File: src/rtl/instr_fetch_unit_pkg.sv
// Shared constants and types for the instruction fetch unit and its skid buffer.
package instr_fetch_unit_pkg;

  localparam int WORD_W      = 32;
  localparam int INSTR_BYTES = 4;
  localparam int SKID_DEPTH  = 2;
  localparam int CNT_W       = $clog2(SKID_DEPTH + 1);
  localparam int PTR_W       = $clog2(SKID_DEPTH);

  localparam logic [WORD_W-1:0] DEFAULT_HALT_WORD = 32'hFFFF_FFFF;
  localparam logic [WORD_W-1:0] ALIGN_MASK        = WORD_W'(INSTR_BYTES - 1);
  localparam logic [CNT_W-1:0]  SKID_FULL         = CNT_W'(SKID_DEPTH);

  typedef enum logic {
    FETCH_RUN  = 1'b0,
    FETCH_HALT = 1'b1
  } fetch_state_t;

endpackage

File: src/rtl/fetch_skid_buf.sv
// Two-entry skid buffer between the instruction memory response and the queue.
// Flush wins over push and pop; head reads 0 when the buffer is empty.
module fetch_skid_buf
  import instr_fetch_unit_pkg::*;
(
  input  logic              clk,
  input  logic              rst,
  input  logic              push,
  input  logic [WORD_W-1:0] push_data,
  input  logic              pop,
  input  logic              flush,
  output logic [CNT_W-1:0]  count,
  output logic [WORD_W-1:0] head
);

  logic [WORD_W-1:0] entries [SKID_DEPTH];
  logic [PTR_W-1:0]  wr_ptr;
  logic [PTR_W-1:0]  rd_ptr;

  // NOTE: state uses non-blocking assignments so every register samples pre-edge values.
  // NOTE: the data entries are reset too, so head is defined even before the first capture.
  always_ff @(posedge clk or posedge rst) begin
    if (rst) begin
      for (int i = 0; i < SKID_DEPTH; i++) entries[i] <= '0;
      wr_ptr <= '0;
      rd_ptr <= '0;
      count  <= '0;
    end else if (flush) begin
      wr_ptr <= '0;
      rd_ptr <= '0;
      count  <= '0;
    end else begin
      // Depth is a power of two, so the pointers wrap by plain increment.
      if (push) begin
        entries[wr_ptr] <= push_data;
        wr_ptr          <= wr_ptr + 1'b1;
      end
      if (pop) rd_ptr <= rd_ptr + 1'b1;
      unique case ({push, pop})
        2'b10:   count <= count + 1'b1;
        2'b01:   count <= count - 1'b1;
        default: count <= count;
      endcase
    end
  end

  assign head = (count != '0) ? entries[rd_ptr] : '0;

  // The caller's credit scheme must never push into a full buffer unless it pops too.
  overflow_a: assert property (@(posedge clk) disable iff (rst)
    !(push && !pop && count == SKID_FULL));

endmodule

File: src/rtl/instr_fetch_unit.sv
// Sequential instruction fetch: issues word reads to a 1-cycle imem, buffers the
// responses in a skid buffer and pushes them to the instruction queue.
module instr_fetch_unit
  import instr_fetch_unit_pkg::*;
#(
  parameter logic [WORD_W-1:0] PC_RESET  = 32'h0000_0000,
  parameter logic [WORD_W-1:0] HALT_WORD = DEFAULT_HALT_WORD
) (
  input  logic              clk,
  input  logic              rst,
  input  logic              fetch_en,
  input  logic              redirect_valid,
  input  logic [WORD_W-1:0] redirect_pc,
  output logic              imem_rd_en,
  output logic [WORD_W-1:0] imem_addr,
  input  logic [WORD_W-1:0] imem_rdata,
  input  logic              q_full,
  output logic              q_wr_en,
  output logic [WORD_W-1:0] q_wr_data,
  output logic              halted,
  output logic              fetch_idle
);

  fetch_state_t      state, state_next;
  logic [WORD_W-1:0] pc, pc_next;
  logic              inflight;
  logic [CNT_W-1:0]  skid_count;
  logic [WORD_W-1:0] skid_head;
  logic              pop, capture, issue;
  logic [CNT_W:0]    occupancy, limit;

  assign pop     = (skid_count != '0) && !q_full && !redirect_valid;
  assign capture = inflight && !redirect_valid && (state == FETCH_RUN);

  // Issue only while buffered plus in-flight words still fit after this cycle's pop.
  assign occupancy = {1'b0, skid_count} + {{CNT_W{1'b0}}, inflight};
  assign limit     = (CNT_W + 1)'(SKID_DEPTH) + {{CNT_W{1'b0}}, pop};
  assign issue     = !rst && fetch_en && (state == FETCH_RUN) && !redirect_valid
                     && (occupancy < limit);

  fetch_skid_buf u_skid (
    .clk       (clk),
    .rst       (rst),
    .push      (capture),
    .push_data (imem_rdata),
    .pop       (pop),
    .flush     (redirect_valid),
    .count     (skid_count),
    .head      (skid_head)
  );

  // NOTE: every always_comb output gets a default first so no path can infer a latch.
  always_comb begin
    state_next = state;
    pc_next    = pc;
    if (redirect_valid) begin
      state_next = FETCH_RUN;
      pc_next    = redirect_pc & ~ALIGN_MASK;
    end else begin
      if (capture && imem_rdata == HALT_WORD) state_next = FETCH_HALT;
      if (issue) pc_next = pc + WORD_W'(INSTR_BYTES);
    end
  end

  always_ff @(posedge clk or posedge rst) begin
    if (rst) begin
      state    <= FETCH_RUN;
      pc       <= PC_RESET;
      inflight <= 1'b0;
    end else begin
      state    <= state_next;
      pc       <= pc_next;
      inflight <= issue;
    end
  end

  assign imem_rd_en = issue;
  assign imem_addr  = pc;
  assign q_wr_en    = pop;
  assign q_wr_data  = skid_head;
  assign halted     = (state == FETCH_HALT);
  assign fetch_idle = !inflight && (skid_count == '0);

endmodule

File: config.mk
export PLATFORM = sky130hd
export DESIGN_NAME = instr_fetch_unit
export DESIGN_NICKNAME = d
export VERILOG_FILES = /design/src/rtl/instr_fetch_unit_pkg.sv /design/src/rtl/fetch_skid_buf.sv /design/src/rtl/instr_fetch_unit.sv
export SDC_FILE = /design/constraint.sdc
export NUM_CORES = 1
export LEC_CHECK = 0
export BUFFER_PORTS_ARGS = -buffer_cell sky130_fd_sc_hd__buf_4
export CORE_UTILIZATION = 55
export CTS_BUF_LIST = sky130_fd_sc_hd__clkbuf_8
export DETAILED_ROUTE_END_ITERATION = 12
export GPL_TIMING_DRIVEN = 0
export PLACE_DENSITY_LB_ADDON = 0.1
export SYNTH_ARGS = -nofsm -noshare
export SYNTH_HDL_FRONTEND = slang
export SYNTH_SLANG_ARGS = --single-unit
export TNS_END_PERCENT = 100
File: constraint.sdc
create_clock -name clk -period 6.95 [get_ports clk]
set_clock_uncertainty 0.2 [all_clocks]
set_input_delay 1.39 -clock clk [delete_from_list [all_inputs] [get_ports clk]]
set_output_delay 1.39 -clock clk [all_outputs]
set_load 0.05 [all_outputs]
Word-level counts from Yosys, hierarchy flattened. Index checks and enable logic that the tools add are counted.

Input port bits: 69. Logic and storage cells: 66. Bits in registers: 102. Output and inout port bits: 68.

Mux-type cells: 17. Equal/unequal tests: 3. Add/subtract/negate cells: 7. Reductions and logical operators: 23. Magnitude comparators: 4. Bitwise logic cells: 4.

Operator list (count): 32-bit 2-to-1 mux (7); 64-bit bitwise mux (1); 32-bit by 3-bit adder with 32-bit output, second input constant (1); 32-bit demux with 1-bit select (1); 32-bit equality test, second input constant (1); 1-bit logical AND (11); 2-bit nonzero test (5); 1-bit 2-to-1 mux (6); 2-bit greater-or-equal comparator, second input constant (2); 1-bit logical NOT (4); 1-bit NOT with 2-bit output (2); 2-bit one-hot mux with 2 select lines (1); 2-bit by 1-bit adder with 3-bit output (1); 2-bit by 1-bit adder with 3-bit output, first input constant (1); 3-bit less-than comparator (1); 3-bit nonzero test (1); 1-bit adder, second input constant (2); 2-bit by 1-bit adder with 2-bit output, second input constant (1); 2-bit by 1-bit equality test with 1-bit output, second input constant (1); 2-bit equality test, second input constant (1); 2-bit logical NOT (1); 2-bit by 1-bit less-than comparator with 1-bit output, second input constant (1); 2-bit 2-to-1 mux (1); 1-bit NOT (2); other kinds (2) (2).

Depth between registers and ports, before layout.
Word-level depth: 8. Depth in mapped cells: 9. Mapped depth without buffers: 8.

Hierarchy. Synthesis repeated with hierarchy kept, for this count alone.

Cell total of the unflattened synthesis: 461. Area total of the unflattened synthesis: 5136.2 µm².

Modules (own cells, without submodules): fetch_skid_buf (area each 3074.2 µm², seq. area each 1701.6 µm², cells each 227, times used 1); instr_fetch_unit (area each 2062.0 µm², seq. area each 800.8 µm², cells each 234, times used 1).

Least setup slack after synthesis. Ideal clock, no wire load.

Path type: input -> output. Start point: input redirect_valid. End point: output q_wr_en. Path buffers: 3. Slack: 2.338 ns. Cell stages on the path: 4. Arrival: 3.022 ns. Data required time: 5.360 ns. Cells stage by stage: clkbuf_1 -> clkbuf_1 -> buf_1 -> nor3_1.

Word-level cells in the longest chain between the ends: 2.

RTL lines: from (decl) (RTL line instr_fetch_unit.sv:12) `input logic redirect_valid,`; 1-bit logical NOT (RTL line instr_fetch_unit.sv:32) `assign pop = (skid_count != '0) && !q_full && !redirect_valid;`; 1-bit logical AND (RTL line instr_fetch_unit.sv:32); to (decl) (RTL line instr_fetch_unit.sv:18) `output logic q_wr_en,`.

No other way between the ends.

Worst setup path after layout.
Start point: input rst. End point: output imem_rd_en.

Word-level cells in the longest chain between the ends: 5.

RTL lines: from (decl) (RTL line instr_fetch_unit.sv:10) `input logic rst,`; 1-bit logical NOT (no line); 1-bit logical AND (3 in series) (RTL line instr_fetch_unit.sv:38) `assign issue = !rst && fetch_en && (state == FETCH_RUN) && !redirect_valid`; 1-bit logical AND (RTL line instr_fetch_unit.sv:39) `&& (occupancy < limit);`; to (decl) (RTL line instr_fetch_unit.sv:14) `output logic imem_rd_en,`.

No other way between the ends.

==> metrics <==
die area=0.00967 mm²; Detailed Route Iter0 Violations=between 200 and 250; post-CTS sizing=0; most common cell in the synthesized netlist=dfrtp_1; layout cells sized above 1=a little under two fifths; TritonCTS buffer count=9; global-route wire length before repair=21200 µm; Post-synth top cells=dfrtp_1, mux2_2, nor2_1; n_diodes=0; final RePlAce weighted congestion=0.875; Logic pwr share=24.8%; vias in the first global route=roughly 4.3k; clock power share=24.8%; Max Root-Sink Buffers=2; TNS Setup=0 ns; H-tree depth=3; Leak=roughly 0.0029 µW; Fmax=~0.21 GHz; Final setup viols=0; Post-synth ARST share=100%; Max IR drop VDD=approximately 0.13 mV; sw power=495 µW; hold_ws=0.303 ns; wirelength, routed=12800 µm; FF+latch count, synth=100; Sw Share=33.7%; via total after detailed routing=4229; Vias/cell=5.90; final net count=676; DR pass1 iterations=8; clock-pin slew on the worst setup and hold paths=0.10 ns; row cnt=34; register area share after synthesis=around half; worst skew pair latency=0.38 ns; Ys Warns=0; starting density of the core=57.7%; Seq pwr share=50.3%; wire per inst=17.9 µm; Worst Setup End Kind=output pin; Relative slew margins=45.5%; clock sink total=100; gr ovfl total=0; Hold Crit Class=reg -> reg; synthesized cell area=0.00511 mm²; kind of critical path=in -> out; DRT antenna net count=0; initial antenna violation count=0; Die Ht=98.4 µm; worst-path fanout max=11; Layout area overhead=26.1%; outcome=finished, violations left; Final Critical Period=4.65 ns; Pwr Density=228 mW/mm²; Post-Syn Instances=461; area fraction of the dominant cell type after synthesis=49.0%; Startpoint Class=input port; crit path DAT=3.06 ns; Fin. Hold Viols=0; Least-Margin Pin Slew=0.817 ns; Most used DFF post-synth=dfrtp_1; GRT Total Usage=~28%; PnR worst setup slack=2.30 ns; failing checks=DRC; Pint=976 µW; Synth area leaders=dfrtp_1, mux2_2, mux2i_1; CTS tree=built; detailed placement HPWL=9320 µm; # IOs=137; Mean Syn Cell Area=around 11 µm²; Post-synth EDFFs=0; pre-CTS setup slack=2.31 ns; fin. max-slew vios=0; total core area=0.00885 mm²; Hold-fix buffers, CTS=0; largest net degree at the start of global routing=57; clock root buffer=clkbuf_8; port bufs=130; RSZ-0062 raised after global routing=no; fin crit share=67.0%; DRC errors left=9; Max-Cap Viols=0; Req. time, crit path=5.36 ns; setup bufs post-CTS=0; leading area contributor after synthesis=dfrtp_1; die width=a little under 100 µm; synth unique cells=around 50
==> cell families (layout without fill, tap and decap cells) <==
kind of cell	Yosys count	count (layout)	synth area share [%]
buffers and inverters	37	184	3.14
AND/OR/NAND/NOR	158	158	16.8
adder cells (fa/ha/maj)	3	3	0.735
XOR/XNOR	3	3	0.515
multiplexers	98	98	20.8
AO/OA/AOI/OAI	61	61	8.97
flip-flops	100	100	49.0
other	1	2	0.0734
==> state kept, by name (all words and copies together), names as in the netlist <==
name,cells
u_skid.entries,64
imem_addr,30
u_skid.count,2
halted,1
inflight,1
u_skid.rd_ptr,1
u_skid.wr_ptr,1
==> cells in the final DEF, fill, tap and decap left out, drive strengths merged, types with 7 or more instances in the layout <==
cell type	count
mux2i	33
mux2	65
or3	7
clkbuf	27
o21ai	7
dfrtp	100
nor2	44
nor3	13
and3	9
inv	13
or4	7
a21oi	9
o211ai	10
a221o	10
nand4	18
nand3	16
buf	140
nand2	28
==> per-stage QoR <==
step | power (µW) | cell area [µm²] | utilization [%] | std cells
2_1_floorplan | 990 | 5110 | - | 462
3_3_place_gp | 1100 | 6220 | 70.3 | 700
3_5_place_dp | 1120 | 6250 | 70.6 | 701
4_1_cts | 1480 | 6440 | 72.8 | 717
5_1_grt | 1540 | 6440 | 72.8 | 717
6_report | 1470 | 6440 | 72.8 | 717
==> metal layers <==
layer  GRT usage [%]  part of all wire, %  up-vias
li1                -                    -     1990
met1            35.6                   42     2070
met2            47.1                   49      152
met3            6.01                  7.0       17
met4            9.76                  1.4        0
met5               0                    0        -
==> final timing paths <==
| kind | depth (start not counted) | end | slack, ns | from |
|---|---|---|---|---|
| min | 1 | u_skid.entries[24] | 0.30 | u_skid.entries[24] |
| min in group asynchronous | 2 | imem_addr[20] | 0.90 | rst |
| max | 7 | imem_rd_en | 2.30 | rst |
| min reg2reg | 1 | u_skid.entries[24] | 0.30 | u_skid.entries[24] |
| max reg2reg | 8 | imem_addr[21] | 4.27 | inflight |
| max in group asynchronous | 3 | imem_addr[26] | 4.97 | rst |
==> worst max-delay path: stages <==
cell and delay (ns):
buf_4 0.14, nor4b_4 0.40, and2_2 0.32, nand2_4 0.10, clkinv_1 0.18, buf_2 0.29, buf_4 0.25
==> power by group through the flow <==
stage	logic, µW	registers, µW	clock network (µW)
floorplan	196	795	0
global placement	354	744	0
detailed placement	366	751	0
CTS	368	739	369
global route	392	754	396
finish	365	740	365
==> final cells by class <==
cell class                 count  area, µm²
clock buffer                   9        124
tap                          108        135
sequential                   100       2500
buffer                        27        123
clock inverter                 7       66.3
fill                         651       2410
timing repair buffer         131       1000
inverter                      10       40.0
multi-input combinational    325       2450
(Power assumes the default switching activity.)
